**src/rtl/npu_pkg.sv**
```systemverilog
// Shared NPU types and defaults: pixel type and the kernel geometry used by conv_unit.
package npu_pkg;
  localparam int PIX_W   = 8;
  localparam int K_H_DEF = 3;
  localparam int K_W_DEF = 3;

  typedef logic [PIX_W-1:0] pix_t;

  // Counter width for a 0..n-1 range, never narrower than one bit.
  function automatic int cnt_w(input int n);
    return (n > 1) ? $clog2(n) : 1;
  endfunction
endpackage

```
**src/rtl/line_buffer.sv**
```systemverilog
// One raster line of pixels, addressed by column; read-before-write in the same cycle.
module line_buffer
  import npu_pkg::*;
#(
  parameter int DEPTH = 28,
  parameter int AW    = cnt_w(DEPTH)
) (
  input  logic          clk,
  input  logic          we,
  input  logic [AW-1:0] addr,
  input  pix_t          wdata,
  output pix_t          rdata
);

  pix_t mem [DEPTH];

  // Combinational read returns the old word while the edge writes the new one.
  assign rdata = mem[addr];

  always_ff @(posedge clk) begin
    if (we) mem[addr] <= wdata;
  end

endmodule

```
**src/rtl/conv_window_gen.sv**
```systemverilog
// Streaming K_H x K_W sliding-window generator (stride 1, no padding) feeding conv_unit.
module conv_window_gen
  import npu_pkg::*;
#(
  parameter int K_H   = K_H_DEF,
  parameter int K_W   = K_W_DEF,
  parameter int IMG_W = 28,
  parameter int IMG_H = 28
) (
  input  logic                      clk,
  input  logic                      rst_n,
  input  logic                      clr,
  input  pix_t                      pix_i,
  input  logic                      pix_valid,
  output logic                      pix_ready,
  output pix_t [0:K_H-1][0:K_W-1]   win_o,
  output logic                      win_valid,
  input  logic                      win_ready,
  output logic                      win_last
);

  localparam int CW = cnt_w(IMG_W);
  localparam int RW = cnt_w(IMG_H);
  localparam int NLB = K_H - 1;

  logic [CW-1:0]   col;
  logic [RW-1:0]   row;
  pix_t [NLB-1:0]  lb_rd;
  pix_t [NLB-1:0]  lb_wr;
  logic            accept;
  logic            col_end;
  logic            row_end;
  logic            emit;

  assign pix_ready = !win_valid | win_ready;
  assign accept    = pix_valid & pix_ready & !clr;
  assign col_end   = (col == CW'(IMG_W-1));
  assign row_end   = (row == RW'(IMG_H-1));
  assign emit      = (row >= RW'(K_H-1)) && (col >= CW'(K_W-1));

  // Line k holds row r-1-k; each line's evicted pixel moves down into the next line.
  for (genvar k = 0; k < NLB; k++) begin : g_lb
    if (k == 0) begin : g_head
      assign lb_wr[k] = pix_i;
    end else begin : g_chain
      assign lb_wr[k] = lb_rd[k-1];
    end

    line_buffer #(
      .DEPTH (IMG_W),
      .AW    (CW)
    ) u_lb (
      .clk   (clk),
      .we    (accept),
      .addr  (col),
      .wdata (lb_wr[k]),
      .rdata (lb_rd[k])
    );
  end

  always_ff @(posedge clk or negedge rst_n) begin
    if (!rst_n) begin
      col <= '0;
      row <= '0;
    end else if (clr) begin
      col <= '0;
      row <= '0;
    end else if (accept) begin
      if (col_end) begin
        col <= '0;
        row <= row_end ? '0 : row + RW'(1);
      end else begin
        col <= col + CW'(1);
      end
    end
  end

  // Window shifts left on every accepted pixel, valid or not, so it is primed by the time
  // the row reaches column K_W-1.
  always_ff @(posedge clk or negedge rst_n) begin
    if (!rst_n) begin
      win_o <= '0;
    end else if (clr) begin
      win_o <= '0;
    end else if (accept) begin
      for (int i = 0; i < K_H; i++) begin
        for (int j = 0; j < K_W-1; j++) begin
          win_o[i][j] <= win_o[i][j+1];
        end
      end
      for (int i = 0; i < K_H-1; i++) begin
        win_o[i][K_W-1] <= lb_rd[K_H-2-i];
      end
      win_o[K_H-1][K_W-1] <= pix_i;
    end
  end

  always_ff @(posedge clk or negedge rst_n) begin
    if (!rst_n) begin
      win_valid <= 1'b0;
      win_last  <= 1'b0;
    end else if (clr) begin
      win_valid <= 1'b0;
      win_last  <= 1'b0;
    end else if (accept) begin
      win_valid <= emit;
      win_last  <= emit & row_end & col_end;
    end else if (win_ready) begin
      win_valid <= 1'b0;
      win_last  <= 1'b0;
    end
  end

endmodule

```
**config.mk**
```make
export PLATFORM = sky130hd
export DESIGN_NAME = conv_window_gen
export DESIGN_NICKNAME = d
export VERILOG_FILES = /design/src/rtl/npu_pkg.sv /design/src/rtl/line_buffer.sv /design/src/rtl/conv_window_gen.sv
export SDC_FILE = /design/constraint.sdc
export NUM_CORES = 1
export LEC_CHECK = 0
export CELL_PAD_IN_SITES_DETAIL_PLACEMENT = 0
export CELL_PAD_IN_SITES_GLOBAL_PLACEMENT = 1
export CORE_MARGIN = 2
export CORE_UTILIZATION = 40
export DETAILED_ROUTE_END_ITERATION = 10
export PLACE_DENSITY_LB_ADDON = 0.25
export SYNTH_ARGS = -nofsm -noshare
export SYNTH_HDL_FRONTEND = slang
export SYNTH_HIERARCHICAL = 1
export SYNTH_SLANG_ARGS = --single-unit
export TNS_END_PERCENT = 10
```
**constraint.sdc**
```tcl
create_clock -name clk -period 3.9 [get_ports clk]
set_clock_uncertainty 0.15 [all_clocks]
set_input_delay 0.78 -clock clk [delete_from_list [all_inputs] [get_ports clk]]
set_output_delay 0.78 -clock clk [all_outputs]
set_load 0.02 [all_outputs]
```
After elaboration in Yosys (flattened, before gate mapping):

Memory sizes are Yosys's and may differ from the RTL's.
Index checks and enable logic that the tools add are counted.

* register bits after elaboration: 84
* bits in writable memories: 448
* bits of input ports: 13
* output and inout bits: 75
* logic and storage cells: 49
* memories: 2

* add/subtract/negate cells: 2
* $lt $le $gt $ge: 2
* eq/ne operators: 2
* mux-type cells: 16
* bitwise gates (word level): 5
* reductions and logical operators: 7

Memories
* g_lb[0].u_lb.mem: words 28, bits a word 8, rd ports 1, clocked after Yosys merged registers in 0, wr ports 1, line line_buffer.sv:15 `pix_t mem [DEPTH];`
* g_lb[1].u_lb.mem: words 28, bits a word 8, rd ports 1, clocked after Yosys merged registers in 0, wr ports 1, line line_buffer.sv:15

Operators with widths (count)
* 72-bit 2-to-1 mux: 2
* 5-bit 2-to-1 mux: 7
* 5-bit by 1-bit adder with 5-bit output, second input constant: 2
* 5-bit equality test, second input constant: 2
* 5-bit by 2-bit greater-or-equal comparator with 1-bit output, second input constant: 2
* 1-bit 2-to-1 mux: 7
* 1-bit AND: 4
* 2-bit nonzero test: 2
* 3-bit nonzero test: 1
* 1-bit logical NOT: 2
* 2-bit AND reduction: 1
* 1-bit logical AND: 1
* 1-bit OR: 1

Depth between registers and ports, before layout:

Gate-level depths: netlist of the first run.

* depth in word-level cells: 6
* mapped depth: 9
* gate-level depth less buffers: 6

By module:

The synthesis of the first run kept the hierarchy.

Modules (own cells, without submodules)
* line_buffer: times used 2, cells an instance 454, area an instance 8799.7 µm²
* conv_window_gen: times used 1, cells an instance 387, area an instance 3528.4 µm²

Worst setup path after synthesis of the first run:

No wires, ideal clock.

* path kind: in2reg
* from: in win_ready
* to: mem g_lb[0].u_lb/mem[4][0] in the netlist's numbering (enable)
* library setup time: 0.383 ns
* arrival: 2.807 ns
* data required time: 3.367 ns
* slack: 0.560 ns
* stages: 8
* cells stage by stage: nand2b_1 > buf_2 > nand2_1 > clkbuf_1 > nor2_1 > or3b_1 > clkbuf_1 > nor3_1

* longest elaborated chain between the ends: 5

Ends and longest elaborated chain
* start: declaration: line conv_window_gen.sv:18 `input logic win_ready,`
* 1-bit OR: line conv_window_gen.sv:35 `assign pix_ready = !win_valid | win_ready;`
* via pix_ready: line conv_window_gen.sv:15 `output logic pix_ready,`
* 1-bit AND (2 in series): line conv_window_gen.sv:36 `assign accept = pix_valid & pix_ready & !clr;`
* via accept: line conv_window_gen.sv:30 `logic accept;`
* 1-bit 2-to-1 mux: line line_buffer.sv:21 `if (we) mem[addr] <= wdata;`
* 1-bit 2-to-1 mux (implied by the code): line line_buffer.sv:21
* end: declaration: line line_buffer.sv:15

The timed path passes the listed nets, and every way through them passes these cells.

Worst setup path after layout of the first run:

* from: in win_ready
* to: out pix_ready

* longest elaborated chain between the ends: 1

Ends and longest elaborated chain (line)
* 1-bit OR: conv_window_gen.sv:35
* end: declaration: conv_window_gen.sv:15

No other way between the ends.

==> results of run 1 <==
-- state kept, by name, indices dropped and copies added (netlist names) --
| signal | flops |
|---|---|
| win_last | 1 |
| row | 5 |
| win_o | 72 |
| g_lb.u_lb/mem | 448 |
| win_valid | 1 |
| col | 5 |
-- final cells by class --
class | instances | area (µm²)
inverters | 6 | 22.5
flip-flops and latches | 532 | 15600
fillers | 4489 | 27500
clock buffers | 65 | 1440
repair buffers | 181 | 1610
multi-input cells | 677 | 5100
clock inverters | 36 | 275
well taps | 688 | 861
-- stage by stage --
step	cell area [µm²]	cells	util (%)
CTS	24900	2185	47.5
finish	24900	2185	47.5
global route	24900	2185	47.5
detailed placement	23200	2084	44.2
floorplan	21100	1295	-
global placement	23200	2084	44.2
-- power by group through the flow --
stage	Combinational, µW	Sequential [µW]	Clock, µW
CTS	877	6370	5110
global route	933	6380	5340
floorplan	496	6490	0
global placement	871	6490	0
detailed placement	876	6490	0
finish	862	6370	4980
-- how the worst max path moves through the flow --
stage | startpoint | endpoint | slack [ns] | cells after the start
2_1_floorplan | win_ready | g_lb[0].u_lb/mem[4][0]$_DFFE_PP_ | 0.56 | 8
3_3_place_gp | pix_valid | g_lb[1].u_lb/mem[4][0]$_DFFE_PP_ | 0.70 | 7
3_5_place_dp | pix_valid | g_lb[1].u_lb/mem[4][0]$_DFFE_PP_ | 0.63 | 7
4_1_cts | col[0]$_DFFE_PN0P_ | win_o[55]$_DFFE_PN0P_ | 0.81 | 7
5_1_grt | col[0]$_DFFE_PN0P_ | win_o[30]$_DFFE_PN0P_ | 0.70 | 7
6_report | win_ready | pix_ready | 0.82 | 4
-- metal layers --
layer	track usage, %	vias to the layer above	share of wire, %
li1	-	5288	-
met3	3.05	79	4.9
met1	26.1	5911	47
met4	4.89	0	2.5
met5	0	-	0
met2	26.5	281	46
-- critical path: stages --
cell and delay [ns]:
clkdlybuf4s50_1 0.46, nand2b_1 0.13, buf_4 0.16, clkdlybuf4s50_1 0.61
-- synth_stat cells (2+ instances only) --
library cell	number
nor3b_1	2
buf_4	11
nor3_1	22
or3b_1	6
a31oi_1	2
mux4_2	68
o31a_1	2
ha_1	4
a221oi_1	12
or3_1	9
nand4_1	25
nand2_1	192
and2_1	7
nor2_1	52
nand3b_1	9
buf_2	32
nand3_1	6
a22oi_1	24
a32oi_1	2
o21ai_1	20
o22ai_1	6
edfxtp_1	448
buf_6	10
buf_1	2
nand2b_1	4
a2111oi_0	2
mux2_2	2
and4b_1	2
nor2b_1	14
mux2i_1	90
o21ai_0	3
inv_1	6
and3b_1	2
a21oi_1	79
clkbuf_1	25
dfrtp_1	84
nor3b_2	2
-- cell families after synthesis --
group / count (synthesis) / share of synthesized area (%)
compound gates: 155 / 4.38
flops: 532 / 73.6
xor+xnor: 1 / 0.0415
buf+inv: 86 / 2.27
fa+ha+maj: 4 / 0.237
mux: 160 / 11.6
simple gates: 357 / 7.83
==> results.toml, run 1 <==
[run_status]
status = "completed"

[logic_synthesis]
synthFlopType = "edfxtp_1"
netlist_instances = 1295
synthesis.area_um2 = 21100
async_flop_share_pct = 15.8
synth_top_cell_by_area = "edfxtp_1"
ys_warn_count = 6
synth_fp_nets = 1312
synth-seq-area-share_pct = 73.6
avgSynthCellArea_um2 = 16.3
yosys_register_bits = 532
synth_edf_count = 448
synth.distinct_cells = 44
synth_area_leaders = "edfxtp_1, dfrtp_1, mux4_2"
yosysTopAreaCellShare_pct = 63.7

[sta]
fmax_mhz = 325
finalCriticalPeriod_ns = 3.08
final-setup-viol-count = 0
maxSlewViolCount = 0
hold_ws_ns = 0.216
layout_setup_ws_ns = 0.821
post-route-period-util_pct = 79.0
worst_slew_pin_slew_ns = 1.01
finalHoldViolations = 0
rsz0062_at_grt = "false"
slew_headroom_pct = 32.3
setup_tns_ns = 0

[floorplan]
fp.dieW_um = 234
start_util_pct = 40.4
die_area_um2 = 54700
rows = 84
io_pins = 88
die_y_um = 234
coreArea_um2 = 52300

[pwr]
clock_power_share_pct = 40.8
intPower_uw = 9450
total_power_uw = 12200
irDropWorstVdd_mv = 0.374
combPwrFrac_pct = 7.1
p_leak_uw = 0.00818
switching_share_pct = 22.6
p_per_area_nw_per_um2 = 491
seqPwrFrac_pct = 52.2
switching_power_uw = 2760

[detailed_routing]
drt_drc_violations_left = 0
drt_pass1_iterations = 5
wl_per_cell_um = 21.6
via_per_inst = 5.29
wirelength_mm = 47.3
drt_iter0_drc = 995
vias = 11600
drtAntennaViolNets = 0

[global_route]
gr-usage-all-layers_pct = 17.5
antenna_found_initial = 0
grt_pass1_vias = 11500
grt_max_degree = 86
grt_pass1_wl_mm = 72.0
grt_overflow = 0

[cells_and_area]
final_cell_mix = "edfxtp_1, nand2_1, buf_4"
drive_above_1_share_pct = 17.3
antennaDiodeCount = 0
nets = 1470
area_growth_pct = 17.7
layout_commonest_cell = "edfxtp_1"

[placed_design]
place_congestion = 0.786
pre_cts_slack_ns = 0.628
port-buffer-count = 87
dp_hpwl_mm = 28.9

[clock_network]
numClockSinks = 532
clk_pin_slew_ns = 0.06
h-tree-depth = 2
worstSkewPairLatency_ns = 0.61
cts_post_setup_buffers_inserted = 0
cts_resized = 0
numCtsBuffers = 55
cts_max_path_buffers = 3
root_buffer = "clkbuf_16"
cts_tree = "done"
holdBufCountCts = 0

[worst_setup_path]
critPathKind = "input port to primary output"
arrival_ns = 2.15
r2r_setup_slack_ns = 0.90
cp.required_ns = 2.97
rr_startpoint = "col[0]$_DFFE_PN0P_"
critPathLaunchType = "input port"
r2r_cells = 7
path_max_fanout = 6
rr_endpoint = "win_o[55]$_DFFE_PN0P_"
endpoint_kind = "primary output"

[flow_run]
max-cap-violations = 0

[hold_path]
hold_path_class = "input port to async pin"
(Power assumes the default switching activity.)
==> run 2, diff against run 1 <==
==> constraint.sdc (replaced) <==
create_clock -name clk -period 2.7 [get_ports clk]
set_clock_uncertainty 0.15 [all_clocks]
set_input_delay 0.54 -clock clk [delete_from_list [all_inputs] [get_ports clk]]
set_output_delay 0.54 -clock clk [all_outputs]
set_load 0.02 [all_outputs]
==> results.toml, run 2 (synthesis gave the netlist of run 1 again) <==
[run_status]
status = "completed"

[floorplan]
io_pins = 88
coreArea_um2 = 52300
start_util_pct = 40.4
die_area_um2 = 54700
die_y_um = 234
fp.dieW_um = 234
rows = 84

[cells_and_area]
largest_register = "g_lb.u_lb/mem"
top_regs = "g_lb.u_lb/mem x448, win_o x72"
seqCellArea_um2 = 15600
layout_commonest_cell = "edfxtp_1"
antennaDiodeCount = 0
final_cells = 2238
final_cell_mix = "edfxtp_1, nand2_1, buf_4"
drive_above_1_share_pct = 20.9
area_growth_pct = 21.7
largest_reg_flops = 448
nFillCells = 4427
nets = 1524
multiInputGateArea_um2 = 5180

[placed_design]
port-buffer-count = 87
dp_hpwl_mm = 31.2
place_congestion = 0.838
dp_cells = 2138

[clock_network]
numClockSinks = 532
cts_post_setup_buffers_inserted = 0
worstSkewPairLatency_ns = 0.60
clk_pin_slew_ns = 0.06
numCtsBuffers = 54
h-tree-depth = 2
cts_tree = "done"
root_buffer = "clkbuf_16"
cts_max_path_buffers = 3

[worst_setup_path]
arrival_ns = 2.84
critPathLaunchType = "flip-flop"
endpoint_kind = "flip-flop"
critPathKind = "flip-flop to flip-flop"
path_max_fanout = 28
cp.required_ns = 2.99

[sta]
maxSlewViolCount = 0
fmax_mhz = 393
post-route-period-util_pct = 94.2
finalCriticalPeriod_ns = 2.54
finalHoldViolations = 0
final-setup-viol-count = 0
slew_headroom_pct = 37.4
hold_ws_ns = 0.302
rsz0062_at_grt = "false"
setup_tns_ns = 0
worst_slew_pin_slew_ns = 0.939

[flow_run]
max-cap-violations = 0

[detailed_routing]
vias = 11700
drt_pass1_iterations = 6
drt_iter0_drc = 1071
via_per_inst = 5.23
wirelength_mm = 47.4
drtAntennaViolNets = 0
wl_per_cell_um = 21.2
drt_drc_violations_left = 0

[global_route]
gr-usage-all-layers_pct = 17.6
grt_max_degree = 86
grt_pass1_vias = 11800
grt_pass1_wl_mm = 72.3
grt_overflow = 0
antenna_found_initial = 0

[hold_path]
hold_path_class = "input port to async pin"

[pwr]
p_per_area_nw_per_um2 = 707
irDropWorstVdd_mv = 0.469
p_leak_uw = 0.00856
total_power_uw = 18200
run 2: path summary, 6_finish.rpt:
path	start	end	slack, ns	cells past startpoint
setup / recovery	col[0]$_DFFE_PN0P_	win_o[48]$_DFFE_PN0P_	0.16	7
hold / removal	rst_n	win_o[41]$_DFFE_PN0P_	0.30	2
setup reg to reg	col[0]$_DFFE_PN0P_	win_o[48]$_DFFE_PN0P_	0.16	7
hold reg to reg	row[4]$_DFFE_PN0P_	row[4]$_DFFE_PN0P_	0.36	1
max in group asynchronous	rst_n	win_o[43]$_DFFE_PN0P_	1.45	3
min in group clk	row[4]$_DFFE_PN0P_	row[4]$_DFFE_PN0P_	0.36	1
run 2: cell type report:
class                   instances  share of cell area, %
flip-flops and latches        532                   60.5
multi-input cells             677                   20.2
repair buffers                236                   8.82
clock buffers                  62                   5.46
well taps                     688                   3.35
clock inverters                37                   1.57
inverters                       6                 0.0876
run 2: repair_timing:
action | CTS | global route
hold endpoints to repair | 34 | 0
setup endpoints to repair | 0 | 16
hold buffers | 1 | 0
resized for setup | 0 | 5
run 2: metal layers:
metal	vias up	GRT usage (%)	share of wire [%]
met4	0	5.06	2.4
met5	-	0	0
met3	74	3.51	5.2
li1	5407	-	-
met2	282	27.5	47
met1	5941	25.1	46
run 2: critical path, stage by stage (launching register included):
cell and delay [ns]:
dfrtp_4 0.51, buf_12 0.25, buf_4 0.18, mux4_2 0.50, a22oi_1 0.28, nand4_1 0.28
nand2_1 0.15, a21oi_1 0.07
run 2: through the flow:
step           setup slack [ns]  instance area, µm²  util, %
2_1_floorplan            0.0445               21200        -
3_3_place_gp             -0.196               23900     45.6
3_5_place_dp             -0.205               23900     45.6
4_1_cts                  0.0132               25700     49.1
5_1_grt                  0.0319               25700     49.1
6_report                  0.157               25700     49.1
run 2: where the power goes:
| part | total, µW | internal, µW | switching (µW) |
|---|---|---|---|
| combinational | 1420 | 569 | 854 |
| sequential | 9150 | 9100 | 56.3 |
| clock | 7590 | 4560 | 3030 |
| total | 18200 | 14200 | 3940 |
==> run 3, diff against run 2 <==
--- a/config.mk
+++ b/config.mk
@@ -13,6 +13,5 @@
 export PLACE_DENSITY_LB_ADDON = 0.25
 export SYNTH_ARGS = -nofsm -noshare
 export SYNTH_HDL_FRONTEND = slang
-export SYNTH_HIERARCHICAL = 1
 export SYNTH_SLANG_ARGS = --single-unit
 export TNS_END_PERCENT = 10
==> results.toml, run 3 <==
[global_route]
grt_pass1_vias = 11800
gr-usage-all-layers_pct = 20.5
antenna_found_initial = 3
grt_max_degree = 82
grt_pass1_wl_mm = 80.1
grt_overflow = 0

[sta]
finalHoldViolations = 0
fmax_mhz = 374
rsz0062_at_grt = "true"
hold_ws_ns = 0.364
slew_headroom_pct = 37.9
post-route-period-util_pct = 98.9
final-setup-viol-count = 0
worst_slew_pin_slew_ns = 0.931
setup_tns_ns = 0
layout_setup_ws_ns = 0.0285
maxSlewViolCount = 0
finalCriticalPeriod_ns = 2.67

[pwr]
irDropWorstVdd_mv = 0.555
p_leak_uw = 0.00863
p_per_area_nw_per_um2 = 692

[cells_and_area]
top_regs = "g_lb.u_lb.mem x448, win_o x72"
drive_above_1_share_pct = 20.3
final_cell_mix = "edfxtp_1, nand2_1, mux2i_1"
final_core_util_pct = 49.2
layout_commonest_cell = "edfxtp_1"
nets = 1496
largest_reg_flops = 448
stdcell_area_um2 = 25300
area_growth_pct = 21.4
largest_register = "g_lb.u_lb.mem"

[logic_synthesis]
yosys_register_bits = 532
synth_top_cell_by_area = "edfxtp_1"
avgSynthCellArea_um2 = 16.6
synth_edf_count = 448
synth.distinct_cells = 51
synthFlopType = "edfxtp_1"
ys_warn_count = 0
yosysTopAreaCellShare_pct = 64.4
synth_area_leaders = "edfxtp_1, dfrtp_1, mux2i_1"
netlist_instances = 1258
synth-seq-area-share_pct = 74.5
ys_top_cells_by_count = "edfxtp_1, nand2_1, mux2i_1"
yosysMostFrequentCell = "edfxtp_1"
synthesis.area_um2 = 20900
synth_fp_nets = 1277
async_flop_share_pct = 15.8

[detailed_routing]
drt_pass1_iterations = 5
vias = 11900
drt_iter0_drc = 1114
drt_drc_violations_left = 0
via_per_inst = 5.41
drtAntennaViolNets = 0
wirelength_mm = 54.8
wl_per_cell_um = 25.0

[hold_path]
min-delay-start = "win_last$_DFFE_PN0P_"
hold_path_class = "flip-flop to flip-flop"

[worst_setup_path]
cp.required_ns = 2.87
path_buf_inv = 3
slowest_stage = "mux4_2"
arrival_ns = 2.84
critPathLaunch = "col[0]$_DFFE_PN0P_"
cp_top_family = "simple AND/OR/NAND/NOR gates"
endpoint_kind = "flip-flop"
cpPeakStageDelay_ns = 0.54
rr_startpoint = "col[0]$_DFFE_PN0P_"
path_max_fanout = 28
crit_chain = "buf_12, mux4_2, and3_1, nor4_2, buf_4, nand2_1, buf_6"
critPathLaunchType = "flip-flop"
critPathKind = "flip-flop to flip-flop"

[run_status]
status = "completed"

[clock_network]
worstSkewPairLatency_ns = 0.60
cts_max_path_buffers = 3
h-tree-depth = 2
cts_tree = "done"
numClockSinks = 532
root_buffer = "clkbuf_16"
clk_pin_slew_ns = 0.06
cts_post_setup_buffers_inserted = 0
numCtsBuffers = 54

[floorplan]
fp.dieW_um = 232
start_util_pct = 40.5
rows = 83
die_area_um2 = 54000
coreArea_um2 = 51500
die_y_um = 232
io_pins = 88

[placed_design]
port-buffer-count = 87
dp_hpwl_mm = 35.6
place_congestion = 0.819
pre_cts_slack_ns = -0.0548
placed_area_um2 = 23700

[flow_run]
max-cap-violations = 0
==> run 3: where the power goes <==
part           switching [µW]  internal, µW  total [µW]
clock network            3000          3790        6790
registers                67.0          9100        9170
logic                     968           612        1580
==> run 3: final timing paths <==
path	endpoint	slack [ns]	depth (start not counted)
max	g_lb[1].u_lb.mem[5][2]$_DFFE_PP_	0.03	7
min	win_last$_DFFE_PN0P_	0.36	2
max reg2reg	g_lb[1].u_lb.mem[5][2]$_DFFE_PP_	0.03	7
min reg2reg	win_last$_DFFE_PN0P_	0.36	2
max in group asynchronous	win_o[68]$_DFFE_PN0P_	1.25	3
min in group asynchronous	win_valid$_DFFE_PN0P_	0.38	2
==> run 3: logic make-up (layout without fill, tap and decap cells) <==
kind of cell	Yosys count	count (layout)	synth area share (%)
and+or+nand+nor	271	271	5.93
xor gates and xnor gates	3	3	0.126
buffers and inverters	84	339	1.98
AOI/OAI and AO/OA	177	177	5.70
other	0	1	0
muxes	185	185	11.4
adders and majority gates	6	6	0.360
DFF	532	532	74.5
==> run 3: final cells by class <==
type | instances | area, µm²
Fill cell | 4421 | 26200
Tap cell | 680 | 851
Clock inverter | 26 | 150
Multi-Input combinational cell | 642 | 4990
Timing Repair Buffer | 241 | 2350
Clock buffer | 66 | 1420
Antenna cell | 1 | 2.50
Inverter | 6 | 22.5
Sequential cell | 532 | 15600
==> run 3: stage by stage <==
| stage | instances | power [µW] |
|---|---|---|
| 4_1_cts | 2193 | 17700 |
| 6_report | 2194 | 17500 |
| 3_5_place_dp | 2100 | 10900 |
| 5_1_grt | 2193 | 18100 |
| 3_3_place_gp | 2100 | 10900 |
| 2_1_floorplan | 1258 | 10100 |
==> run 3: worst reg2reg max path, cell delays in order (launching register included) <==
cell,delay (ns)
dfrtp_4,0.50
buf_12,0.22
mux4_2,0.56
and3_1,0.27
nor4_2,0.28
buf_4,0.17
nand2_1,0.06
buf_6,0.19
==> run 3: what timing repair did <==
item                                   CTS  global route
hold buffers                             1             0
setup endpoints to repair              115           162
endpoints found under the hold margin   47             0
gates resized for setup                  3            11
==> run 3: metal layers <==
layer,track usage (%),part of all wire [%],vias to the layer above
met1,29.2,45,6111
met4,6.63,2.5,0
met2,31.8,46,345
li1,-,-,5337
met3,3.85,6.3,72
met5,0,0,-
